$ cat config.mk
export PLATFORM = sky130hd
export DESIGN_NAME = exe_mem_pipe_reg
export DESIGN_NICKNAME = d
export VERILOG_FILES = /design/src/rtl/exe_mem_pipe_reg.sv
export SDC_FILE = /design/constraint.sdc
export NUM_CORES = 1
export LEC_CHECK = 0
export ABC_CLOCK_PERIOD_IN_PS = 5900
export CAP_MARGIN = 20
export CORE_UTILIZATION = 45
export CTS_CLUSTER_DIAMETER = 150
export DETAILED_ROUTE_END_ITERATION = 6
export GPL_ROUTABILITY_DRIVEN = 0
export HOLD_SLACK_MARGIN = 0.02
export PLACE_DENSITY = 0.84
export SKIP_CTS_REPAIR_TIMING = 1
export SLEW_MARGIN = 20
export SYNTH_ARGS = -nofsm -noshare
export SYNTH_HDL_FRONTEND = slang
export SYNTH_SLANG_ARGS = --single-unit
$ cat constraint.sdc
create_clock -name clk -period 5.9 [get_ports clk]
set_input_delay 1.18 -clock clk [delete_from_list [all_inputs] [get_ports clk]]
set_output_delay 1.18 -clock clk [all_outputs]
set_load 0.05 [all_outputs]
$ cat src/rtl/exe_mem_pipe_reg.sv
// EXE->MEM pipeline register: valid/ready handshake, 2-entry skid buffer,
// legacy freeze hold and a synchronous flush that squashes in-flight entries.
module exe_mem_pipe_reg #(
    parameter int DATA_W = 32,
    parameter int DEST_W = 4
) (
    input  logic              clk,
    input  logic              rst,
    input  logic              freeze,
    input  logic              flush,
    input  logic              in_valid,
    output logic              in_ready,
    input  logic              WB_EN_in,
    input  logic              MEM_R_EN_in,
    input  logic              MEM_W_EN_in,
    input  logic [DATA_W-1:0] ALU_result_in,
    input  logic [DATA_W-1:0] ST_val_in,
    input  logic [DEST_W-1:0] Dest_in,
    output logic              out_valid,
    input  logic              out_ready,
    output logic              WB_EN,
    output logic              MEM_R_EN,
    output logic              MEM_W_EN,
    output logic [DATA_W-1:0] ALU_result,
    output logic [DATA_W-1:0] ST_val,
    output logic [DEST_W-1:0] Dest,
    output logic [1:0]        count
);

    typedef enum logic [1:0] {
        EMPTY = 2'd0,
        ONE   = 2'd1,
        FULL  = 2'd2
    } state_t;

    state_t              r_state;

    logic                r_m_wb, r_m_mr, r_m_mw;
    logic [DATA_W-1:0]   r_m_alu, r_m_st;
    logic [DEST_W-1:0]   r_m_dest;

    logic                r_s_wb, r_s_mr, r_s_mw;
    logic [DATA_W-1:0]   r_s_alu, r_s_st;
    logic [DEST_W-1:0]   r_s_dest;

    logic                w_accept;
    logic                w_pop;

    assign in_ready  = ~freeze & ~flush & (r_state != FULL);
    assign out_valid = (r_state != EMPTY);
    assign w_accept  = in_valid & in_ready;
    assign w_pop     = out_valid & out_ready & ~freeze;

    assign count      = r_state;
    assign WB_EN      = r_m_wb;
    assign MEM_R_EN   = r_m_mr;
    assign MEM_W_EN   = r_m_mw;
    assign ALU_result = r_m_alu;
    assign ST_val     = r_m_st;
    assign Dest       = r_m_dest;

    always_ff @(posedge clk or posedge rst) begin
        if (rst) begin
            r_state  <= EMPTY;
            r_m_wb   <= 1'b0;
            r_m_mr   <= 1'b0;
            r_m_mw   <= 1'b0;
            r_m_alu  <= '0;
            r_m_st   <= '0;
            r_m_dest <= '0;
            r_s_wb   <= 1'b0;
            r_s_mr   <= 1'b0;
            r_s_mw   <= 1'b0;
            r_s_alu  <= '0;
            r_s_st   <= '0;
            r_s_dest <= '0;
        end else if (flush) begin
            // Squash: only control bits are cleared, datapath fields keep their values.
            r_state <= EMPTY;
            r_m_wb  <= 1'b0;
            r_m_mr  <= 1'b0;
            r_m_mw  <= 1'b0;
            r_s_wb  <= 1'b0;
            r_s_mr  <= 1'b0;
            r_s_mw  <= 1'b0;
        end else if (!freeze) begin
            case (r_state)
                EMPTY: begin
                    if (w_accept) begin
                        r_m_wb   <= WB_EN_in;
                        r_m_mr   <= MEM_R_EN_in;
                        r_m_mw   <= MEM_W_EN_in;
                        r_m_alu  <= ALU_result_in;
                        r_m_st   <= ST_val_in;
                        r_m_dest <= Dest_in;
                        r_state  <= ONE;
                    end
                end
                ONE: begin
                    if (w_accept && w_pop) begin
                        r_m_wb   <= WB_EN_in;
                        r_m_mr   <= MEM_R_EN_in;
                        r_m_mw   <= MEM_W_EN_in;
                        r_m_alu  <= ALU_result_in;
                        r_m_st   <= ST_val_in;
                        r_m_dest <= Dest_in;
                    end else if (w_accept) begin
                        r_s_wb   <= WB_EN_in;
                        r_s_mr   <= MEM_R_EN_in;
                        r_s_mw   <= MEM_W_EN_in;
                        r_s_alu  <= ALU_result_in;
                        r_s_st   <= ST_val_in;
                        r_s_dest <= Dest_in;
                        r_state  <= FULL;
                    end else if (w_pop) begin
                        r_m_wb  <= 1'b0;
                        r_m_mr  <= 1'b0;
                        r_m_mw  <= 1'b0;
                        r_state <= EMPTY;
                    end
                end
                FULL: begin
                    if (w_pop) begin
                        r_m_wb   <= r_s_wb;
                        r_m_mr   <= r_s_mr;
                        r_m_mw   <= r_s_mw;
                        r_m_alu  <= r_s_alu;
                        r_m_st   <= r_s_st;
                        r_m_dest <= r_s_dest;
                        r_state  <= ONE;
                    end
                end
                default: r_state <= EMPTY;
            endcase
        end
    end

endmodule

Word-level counts from Yosys, hierarchy flattened
Index checks and enable logic that the tools add are counted.

operators by class
  reduce and logical (&&, ||, !) cells = 12
  eq/ne operators = 14
  muxes and demuxes = 52
  bitwise logic cells = 8

operators with widths
  cell                                                   number
  2-to-1 mux 32 bit                                      6
  case mux 32 bit (3 select lines)                       2
  2-to-1 mux 1 bit                                       29
  2-to-1 mux 2 bit                                       7
  2-to-1 mux 4 bit                                       3
  inequality test 4 bit, second input constant           3
  case mux 4 bit (3 select lines)                        1
  AND reduction 6 bit                                    2
  inequality test 2 bit, second input constant           5
  AND reduction 5 bit                                    2
  inequality test 3 bit, second input constant           3
  case mux 1 bit (3 select lines)                        3
  case mux 2 bit (3 select lines)                        1
  nonzero test 2 bit                                     3
  AND 1 bit                                              5
  AND reduction 4 bit                                    1
  nonzero test 4 bit                                     1
  NOT 1 bit                                              3
  nonzero test 3 bit                                     1
  == test 2 x 1 -> 1 bit, second input constant          1
  == test 2 bit, second input constant                   1
  zero test 2 bit                                        1
  inequality test 2 x 1 -> 1 bit, second input constant  1
  logical AND 1 bit                                      1

storage, ports and cells
  output and inout port bits = 75
  register bits after elaboration = 144
  logic and storage cells = 99
  input bits = 77

Logic depth before layout (Yosys ltp)
Gate-level depths: netlist of the first run.

  depth in word-level cells = 9
  gate-level depth with buffers = 9
  mapped depth without buffers = 6

Least setup slack after synthesis of the first run
Ideal clock, no wire load.

  kind = reg-to-output
  from = reg r_state[0] (netlist: count[0])
  to = out in_ready
  buffers on the path = 2
  arrival time = 2.606 ns
  data required time = 4.720 ns
  cell stages (with the launch flop) = 6
  slack = 2.114 ns
  path through = dfrtp_1 -> inv_1 -> ha_1 -> clkbuf_1 -> clkbuf_1 -> nor3_1

on the way
  longest elaborated chain between the ends = 2

ends and longest elaborated chain
  element                 line  RTL
  from (decl)             36    state_t r_state;
  from (signal assigned)  64    r_state <= EMPTY;
  from (signal assigned)  79    r_state <= EMPTY;
  from (signal assigned)  96    r_state <= ONE;
  inequality test 2 bit   49    assign in_ready = ~freeze & ~flush & (r_state != FULL);
  AND 1 bit               49
  to (decl)               12    output logic in_ready,

No other way between the ends.

Worst setup path after layout of the first run
  from = in flush
  to = out in_ready

on the way
  longest elaborated chain between the ends = 3

ends and longest elaborated chain
  element                  line  RTL
  from (decl)              10    input logic flush,
  NOT 1 bit (no line)      n/a
  AND 1 bit (2 in series)  49

No other way between the ends.

==> results.sh, run 1 <==
export IMPL_grt_pass1_vias=4372
export IMPL_htree_levels=4
export IMPL_rows=43
export IMPL_setup_viol=0
export IMPL_power_switching_mw=1.28
export IMPL_synthAdderAreaFrac_pct=0.783
export IMPL_drc_errors=0
export IMPL_dpl_cell_area_sq_mm=0.00809
export IMPL_clkLatencyLatePin_ns=0.41
export IMPL_routedWlPerCell_microns=16.8
export IMPL_relSlewSlack_pct=28.6
export IMPL_worst_pin_slew_ns=1.07
export IMPL_synthSimpleGateAreaFrac_pct=2.17
export IMPL_p_comb_share_pct=34.3
export IMPL_core_area_sq_mm=0.0139
export IMPL_synth_avg_cell_area_sq_um=15.1
export IMPL_most_common_layout_cells="mux2_2, clkdlybuf4s50_1, dfrtp_1"
export IMPL_whs_path_depth=1
export IMPL_syn_area_sq_mm=0.00639
export IMPL_area_delta_synth_final_pct=35.1
export IMPL_whs_ns=0.482
export IMPL_leakagePower_nw=3.66
export IMPL_final_hold_viol_count=0
export IMPL_syn_nets=505
export IMPL_arrival_ns=2.91
export IMPL_clock_skew_ns=0.00546
export IMPL_numCtsBuffers=17
export IMPL_hp_class="reg -> reg"
export IMPL_intPower_mw=2.41
export IMPL_grt_overflow_total=0
export IMPL_switching_share_pct=34.8
export IMPL_clk_pin_slew_ns=0.05
export IMPL_grt_pass1_wl_mm=21.5
export IMPL_final_cells=766
export IMPL_fin_area_sq_mm=0.00864
export IMPL_place_ws_ns=1.79
export IMPL_grt_setup_unrepaired="no"
export IMPL_synth_top_area_share_pct=56.4
export IMPL_drtAntennaViolNets=0
export IMPL_ys_top_cells_by_area="dfrtp_1, mux2_2, mux2_1, buf_2, ha_1"
export IMPL_port_buffers=151
export IMPL_firstDrtPassIters=4
export IMPL_cap_violations=0
export IMPL_seq_power_share_pct=38.7
export IMPL_fin_nets=654
export IMPL_filler_cell_count=1048
export IMPL_clock_power_share_pct=27.0
export IMPL_synth_largest_area_cell="dfrtp_1"
export IMPL_synth_mux_area_share_pct=36.6
export IMPL_path_max_fanout=10
export IMPL_multi_input_area_sq_mm=0.00268
export IMPL_drtIter0Drc=125
export IMPL_cts_sinks=144
export IMPL_end_kind="output pin"
export IMPL_fp_dieW_microns=121
export IMPL_cts_tree="done"
export IMPL_yosys_area_share_xor_xnor_pct=0.137
export IMPL_dp_hpwl_mm=8.66
export IMPL_synth_compound_area_share_pct=1.64
export IMPL_start_util_pct=46.1
export IMPL_r2r_setup_slack_ns=2.76
export IMPL_fin_tns_setup_ns=0
export IMPL_setup_worst_path_class="in -> out"
export IMPL_power_total_mw=3.69
export IMPL_fp_dieH_microns=121
export IMPL_r2r_end="ST_val[18]"
export IMPL_rr_worst_depth=6
export IMPL_powerDensity_mw_per_mm2=428
export IMPL_status="finished, final reports clean"
export IMPL_layout_commonest_cell="mux2_2"
export IMPL_irDropWorstVdd_mv=0.207
export IMPL_grt_max_degree=109
export IMPL_cts_buffer_depth=2
export IMPL_drive_gt1_share_pct=37.9
export IMPL_setup_ws_ns=1.81
export IMPL_grt_use_total_pct=19.1
export IMPL_holdPathEnd="ALU_result[16]"
export IMPL_syn_inst=424
export IMPL_yosys_warnings=0
export IMPL_required_ns=4.72
export IMPL_period_share_pct=69.4
export IMPL_clock_root_buffer="clkbuf_16"
export IMPL_yosysSeqAreaShare_pct=56.4
export IMPL_num_antenna_cells=0
export IMPL_synth_top_family_by_area="multiplexers"
export IMPL_period_minus_slack_ns=4.09
export IMPL_wl_mm=12.9
export IMPL_max_freq_ghz=0.244
export IMPL_slew_violations=0
export IMPL_regArea_sq_mm=0.00360
export IMPL_vias_per_cell=5.12
export IMPL_antenna_found_initial=0
export IMPL_via_count=3920
export IMPL_ioPinCount=152
export IMPL_ys_seq_elements=144
export IMPL_synth_distinct_cells=30
export IMPL_startpoint_type="input port"
export IMPL_place_inst=734
export IMPL_dieArea_sq_mm=0.0147
export IMPL_hold_start="ALU_result[16]"
export IMPL_r2r_start="count[0]"
export IMPL_fin_util_pct=62.2
[metal layers]
layer / routed length, microns / vias up / track usage [%]
li1: - / 1822 / -
met1: 5460 / 1978 / 22.3
met2: 6460 / 104 / 32.1
met3: 757 / 16 / 6.30
met4: 215 / 0 / 7.95
met5: 0 / - / 0
[synthesized netlist by cell type]
library cell,count
a2111oi_0,1
nor4b_2,1
buf_2,11
nor2b_1,2
nor3_1,1
nand3b_1,1
a41oi_1,1
a221o_1,3
inv_1,6
and2_1,3
mux2i_1,4
nor4_1,2
and2b_1,2
dfrtp_1,144
buf_6,2
o21ai_0,1
xnor2_1,1
nand2b_1,1
mux2_2,184
buf_4,1
ha_1,4
a311oi_2,1
mux2_1,20
nor2_1,5
a211oi_1,2
a21oi_1,1
nand2_1,2
nand3_1,4
clkbuf_1,11
o31a_1,2
[power groups by stage]
stage | Clock (mW) | Combinational [mW] | Sequential (mW)
3_3_place_gp | 0 | 1.25 | 1.42
6_report | 0.996 | 1.27 | 1.43
2_1_floorplan | 0 | 0.329 | 1.93
5_1_grt | 1.07 | 1.33 | 1.47
3_5_place_dp | 0 | 1.28 | 1.45
4_1_cts | 1.02 | 1.28 | 1.43
[flip-flops by register name, indices dropped and copies added, names as in the netlist]
signal	flops
ST_val	32
r_s_mw	1
r_s_mr	1
WB_EN	1
r_s_st	32
r_s_alu	32
ALU_result	32
r_s_dest	4
Dest	4
MEM_R_EN	1
r_s_wb	1
count	2
MEM_W_EN	1
[how the worst max path moves through the flow]
stage | cells after the start | slack [ns] | end | from
2_1_floorplan | 1 | 0.85 | ALU_result[0] | rst
3_3_place_gp | 3 | 1.72 | in_ready | flush
3_5_place_dp | 3 | 1.79 | in_ready | flush
4_1_cts | 3 | 1.79 | in_ready | flush
5_1_grt | 3 | 1.70 | in_ready | flush
6_report | 3 | 1.81 | in_ready | flush
[critical path, cell delays in order]
cell and delay, ns:
clkdlybuf4s50_1 0.63, nor3_1 0.26, clkdlybuf4s50_1 0.84
[final cells by class]
type                    instances  area share [%]
repair buffers                155            18.0
clock inverters                10            1.01
inverters                       6           0.319
multi-input cells             249            31.0
well taps                     180            2.61
clock buffers                  22            5.37
flip-flops and latches        144            41.7
[logic make-up after synthesis]
family                     count (synthesis)
DFF                                      144
buffers and inverters                     31
and+or+nand+nor                           24
AOI/OAI and AO/OA                         12
xor gates and xnor gates                   1
adders and majority gates                  4
muxes                                    208
No activity file was read; power rests on OpenSTA's default activity.
==> inputs of run 2 (changes only) <==
--- a/config.mk
+++ b/config.mk
@@ -5,14 +5,14 @@
 export SDC_FILE = /design/constraint.sdc
 export NUM_CORES = 1
 export LEC_CHECK = 0
-export ABC_CLOCK_PERIOD_IN_PS = 5900
+export ABC_CLOCK_PERIOD_IN_PS = 3300
 export CAP_MARGIN = 20
 export CORE_UTILIZATION = 45
 export CTS_CLUSTER_DIAMETER = 150
 export DETAILED_ROUTE_END_ITERATION = 6
 export GPL_ROUTABILITY_DRIVEN = 0
 export HOLD_SLACK_MARGIN = 0.02
-export PLACE_DENSITY = 0.84
+export PLACE_DENSITY = 0.87
 export SKIP_CTS_REPAIR_TIMING = 1
 export SLEW_MARGIN = 20
 export SYNTH_ARGS = -nofsm -noshare
==> constraint.sdc (replaced) <==
create_clock -name clk -period 3.3 [get_ports clk]
set_input_delay 0.66 -clock clk [delete_from_list [all_inputs] [get_ports clk]]
set_output_delay 0.66 -clock clk [all_outputs]
set_load 0.05 [all_outputs]
==> results.sh, run 2 (synthesized netlist as in run 1, its figures left out) <==
export IMPL_final_hold_viol_count=0
export IMPL_irDropWorstVdd_mv=0.489
export IMPL_firstDrtPassIters=4
export IMPL_worst_pin_slew_ns=0.749
export IMPL_layout_commonest_cell="mux2_2"
export IMPL_vias_per_cell=5.21
export IMPL_fp_dieH_microns=121
export IMPL_most_common_layout_cells="mux2_2, clkdlybuf4s50_1, dfrtp_1"
export IMPL_arrival_ns=2.11
export IMPL_antenna_found_initial=0
export IMPL_filler_cell_count=1032
export IMPL_multi_input_area_sq_mm=0.00268
export IMPL_fin_tns_setup_ns=0
export IMPL_drive_gt1_share_pct=38.6
export IMPL_port_buffers=151
export IMPL_fp_dieW_microns=121
export IMPL_powerDensity_mw_per_mm2=768
export IMPL_startpoint_type="flop"
export IMPL_grt_overflow_total=0
export IMPL_setup_worst_path_class="reg -> out"
export IMPL_status="finished, final reports clean"
export IMPL_period_share_pct=83.9
export IMPL_clock_root_buffer="clkbuf_16"
export IMPL_rows=43
export IMPL_cts_sinks=144
export IMPL_dpl_cell_area_sq_mm=0.00814
export IMPL_max_freq_ghz=0.361
export IMPL_num_antenna_cells=0
export IMPL_ioPinCount=152
export IMPL_hp_class="reg -> reg"
export IMPL_required_ns=2.64
export IMPL_grt_pass1_wl_mm=21.8
export IMPL_cap_violations=0
export IMPL_final_cells=770
export IMPL_grt_setup_unrepaired="no"
export IMPL_core_area_sq_mm=0.0139
export IMPL_grt_pass1_vias=4371
export IMPL_start_util_pct=46.1
export IMPL_path_max_fanout=8
export IMPL_numCtsBuffers=17
export IMPL_r2r_setup_slack_ns=0.87
export IMPL_area_delta_synth_final_pct=36.4
export IMPL_relSlewSlack_pct=50.1
export IMPL_grt_max_degree=145
export IMPL_place_inst=738
export IMPL_clkLatencyLatePin_ns=0.41
export IMPL_htree_levels=4
export IMPL_wl_mm=13.3
export IMPL_routedWlPerCell_microns=17.3
export IMPL_regArea_sq_mm=0.00360
export IMPL_clock_skew_ns=0.00626
export IMPL_drtAntennaViolNets=0
export IMPL_cts_tree="done"
export IMPL_setup_viol=0
export IMPL_grt_use_total_pct=19.3
export IMPL_fin_nets=658
export IMPL_fin_util_pct=62.8
export IMPL_dieArea_sq_mm=0.0147
export IMPL_fin_area_sq_mm=0.00872
export IMPL_dp_hpwl_mm=9.03
export IMPL_via_count=4013
export IMPL_clk_pin_slew_ns=0.05
export IMPL_leakagePower_nw=3.70
export IMPL_slew_violations=0
export IMPL_end_kind="output pin"
export IMPL_cts_buffer_depth=2
export IMPL_drc_errors=0
export IMPL_drtIter0Drc=116
export IMPL_period_minus_slack_ns=2.77
[run 2: cell types whose count changed in the layout (fill, tap and decap cells not counted), sizes merged]
cell,change
inv,-1
clkdlybuf4s50,-1
buf,+5
bufinv,+1
[run 2: worst paths after layout]
path,start,end,cells after the start
setup / recovery,count[0],out_valid,4
hold / removal,ALU_result[26],ALU_result[26],1
setup reg to reg,count[0],ST_val[16],7
hold reg to reg,ALU_result[26],ALU_result[26],1
max in group asynchronous,rst,ALU_result[10],3
min in group asynchronous,rst,r_s_st[18],3
[run 2: where the power goes]
group / leakage [nW] / switching, mW / internal, mW
Sequential: 1.77 / 0.269 / 2.30
Clock: 0.290 / 0.695 / 1.17
Combinational: 1.64 / 1.32 / 0.947
Total: 3.70 / 2.29 / 4.41
[run 2: per-stage QoR]
step | worst slack (ns) | hold WS, ns | power, mW
global route | 0.408 | 0.509 | 7.00
global placement | 0.590 | 0.467 | 4.78
floorplan | 0.0337 | 0.474 | 4.04
detailed placement | 0.530 | 0.477 | 4.88
CTS | 0.505 | 0.489 | 6.77
finish | 0.533 | 0.486 | 6.70
[run 2: per-layer routing]
metal	global-route usage (%)	wire, microns	vias to the layer above
li1	-	-	1833
met1	23.3	5490	2043
met2	32.9	6870	117
met3	5.59	725	20
met4	7.02	205	0
met5	0	0	-
[run 2: layout make-up]
| cell class | instances | area share (%) |
|---|---|---|
| Clock buffer | 22 | 5.44 |
| Clock inverter | 10 | 1.26 |
| Inverter | 6 | 0.301 |
| Multi-Input combinational cell | 249 | 30.7 |
| Sequential cell | 144 | 41.3 |
| Tap cell | 180 | 2.58 |
| Timing Repair Buffer | 159 | 18.4 |
[run 2: worst max-delay path, stage by stage, from the launching register on]
cell and delay [ns]:
dfrtp_1 0.40, inv_1 0.12, ha_1 0.30, inv_1 0.08, clkdlybuf4s50_1 0.80
==> inputs of run 3 (changes only) <==
--- a/config.mk
+++ b/config.mk
@@ -5,7 +5,7 @@
 export SDC_FILE = /design/constraint.sdc
 export NUM_CORES = 1
 export LEC_CHECK = 0
-export ABC_CLOCK_PERIOD_IN_PS = 3300
+export ABC_CLOCK_PERIOD_IN_PS = 2300
 export CAP_MARGIN = 20
 export CORE_UTILIZATION = 45
 export CTS_CLUSTER_DIAMETER = 150
==> constraint.sdc (replaced) <==
create_clock -name clk -period 2.3 [get_ports clk]
set_input_delay 0.46 -clock clk [delete_from_list [all_inputs] [get_ports clk]]
set_output_delay 0.46 -clock clk [all_outputs]
set_load 0.05 [all_outputs]
==> results.sh, run 3 (synthesized netlist as in run 1, its figures left out) <==
export IMPL_grtUsageMet1_pct=23.2
export IMPL_status="finished, final reports clean"
export IMPL_multi_input_area_sq_mm=0.00269
export IMPL_rows=43
export IMPL_place_inst=753
export IMPL_ioPinCount=152
export IMPL_irDropWorstVdd_mv=0.629
export IMPL_rr_worst_depth=8
export IMPL_final_hold_viol_count=0
export IMPL_r2r_start="count[0]"
export IMPL_drtIter0Drc=177
export IMPL_slew_violations=0
export IMPL_fin_area_sq_mm=0.00895
export IMPL_grt_max_degree=99
export IMPL_fin_tns_setup_ns=0
export IMPL_numCtsBuffers=17
export IMPL_grt_setup_unrepaired="yes"
export IMPL_path_max_fanout=17
export IMPL_use_met2_pct=36.1
export IMPL_setup_ws_ns=0.0870
export IMPL_drtAntennaViolNets=0
export IMPL_most_common_layout_cells="mux2_2, clkdlybuf4s50_1, dfrtp_1"
export IMPL_max_freq_ghz=0.452
export IMPL_grtUsageMet3_pct=5.78
export IMPL_setup_worst_path_class="reg -> reg"
export IMPL_core_area_sq_mm=0.0139
export IMPL_vias_per_cell=5.22
export IMPL_arrival_ns=2.51
export IMPL_drive_gt1_share_pct=41.4
export IMPL_wl_mm=13.9
export IMPL_hp_class="reg -> reg"
export IMPL_cts_sinks=144
export IMPL_grt_overflow_total=0
export IMPL_final_cells=784
export IMPL_regArea_sq_mm=0.00361
export IMPL_r2r_setup_slack_ns=0.09
export IMPL_filler_cell_count=1029
export IMPL_routedWlPerCell_microns=17.8
export IMPL_end_kind="flop"
export IMPL_area_delta_synth_final_pct=40.0
export IMPL_clock_root_buffer="clkbuf_16"
export IMPL_required_ns=2.59
export IMPL_firstDrtPassIters=4
export IMPL_relSlewSlack_pct=55.9
export IMPL_period_share_pct=96.2
export IMPL_whs_path_depth=1
export IMPL_setup_viol=0
export IMPL_cap_violations=0
export IMPL_crit_chain="inv_2, ha_2, and2b_1, nand3_1, a311oi_4, buf_4, buf_12, mux2_2"
export IMPL_antenna_found_initial=0
export IMPL_drc_errors=0
export IMPL_port_buffers=151
export IMPL_start_util_pct=46.1
export IMPL_place_ws_ns=-0.109
export IMPL_fp_dieW_microns=121
export IMPL_dp_hpwl_mm=9.58
export IMPL_clock_skew_ns=0.00563
export IMPL_via_count=4089
export IMPL_dpl_cell_area_sq_mm=0.00831
export IMPL_htree_levels=4
export IMPL_fp_dieH_microns=121
export IMPL_grt_pass1_wl_mm=22.7
export IMPL_period_minus_slack_ns=2.21
export IMPL_num_antenna_cells=0
export IMPL_cts_buffer_depth=2
export IMPL_grt_pass1_vias=4527
export IMPL_worst_pin_slew_ns=0.662
export IMPL_clkLatencyLatePin_ns=0.41
export IMPL_leakagePower_nw=3.81
export IMPL_grt_busiest_layer="met2"
export IMPL_powerDensity_mw_per_mm2=1110
export IMPL_hold_start="ALU_result[26]"
export IMPL_clk_pin_slew_ns=0.06
export IMPL_fin_nets=673
export IMPL_dieArea_sq_mm=0.0147
export IMPL_slowest_delay_ns=0.40
export IMPL_cts_tree="done"
export IMPL_slowest_stage="dfrtp_2"
export IMPL_fin_util_pct=64.5
export IMPL_holdPathEnd="ALU_result[26]"
export IMPL_grt_use_total_pct=20.4
export IMPL_startpoint_type="flop"
export IMPL_r2r_end="ALU_result[7]"
export IMPL_layout_commonest_cell="mux2_2"
run 3: critical path, delay by kind of cell, from the launching register on:
kind	cells	cell delay, ns
adder cells (fa/ha/maj)	1	0.23
AO/OA/AOI/OAI	1	0.29
multiplexers	1	0.36
flip-flops	1	0.40
buffers and inverters	3	0.42
AND/OR/NAND/NOR	2	0.38
run 3: metrics by stage:
stage / hold WS (ns) / power (mW)
finish: 0.490 / 9.94
global route: 0.509 / 10.4
CTS: 0.496 / 10.0
detailed placement: 0.479 / 7.05
global placement: 0.471 / 6.89
floorplan: 0.474 / 5.80
run 3: area by class of cell:
class	instances	area share, %
sequential	144	40.3
multi-input combinational	249	30.0
timing repair buffer	174	19.7
clock buffer	22	5.41
tap	180	2.52
clock inverter	9	1.72
inverter	6	0.294
run 3: power by group:
group	leakage [nW]	switching, mW	internal, mW
Clock	0.309	1.02	1.92
Sequential	1.77	0.410	3.30
Combinational	1.73	1.91	1.38
run 3: worst max-delay path by stage:
stage                     startpoint             end  slack [ns]  cells past startpoint
after CTS                   count[0]  ALU_result[30]        0.07                      8
after detailed placement    in_valid  ALU_result[30]       -0.11                      7
after global placement      in_valid      ST_val[13]       -0.09                      7
after global routing        count[0]      ST_val[15]       -0.02                      8
final                       count[0]   ALU_result[7]        0.09                      8
after floorplan                  rst        count[0]       -0.12                      1
run 3: layer usage:
metal | up-vias | share of wire, % | wire length [microns]
li1 | 1877 | - | -
met4 | 0 | 1.4 | 201
met3 | 16 | 4.9 | 689
met2 | 103 | 53 | 7330
met5 | - | 0 | 0
met1 | 2093 | 41 | 5720
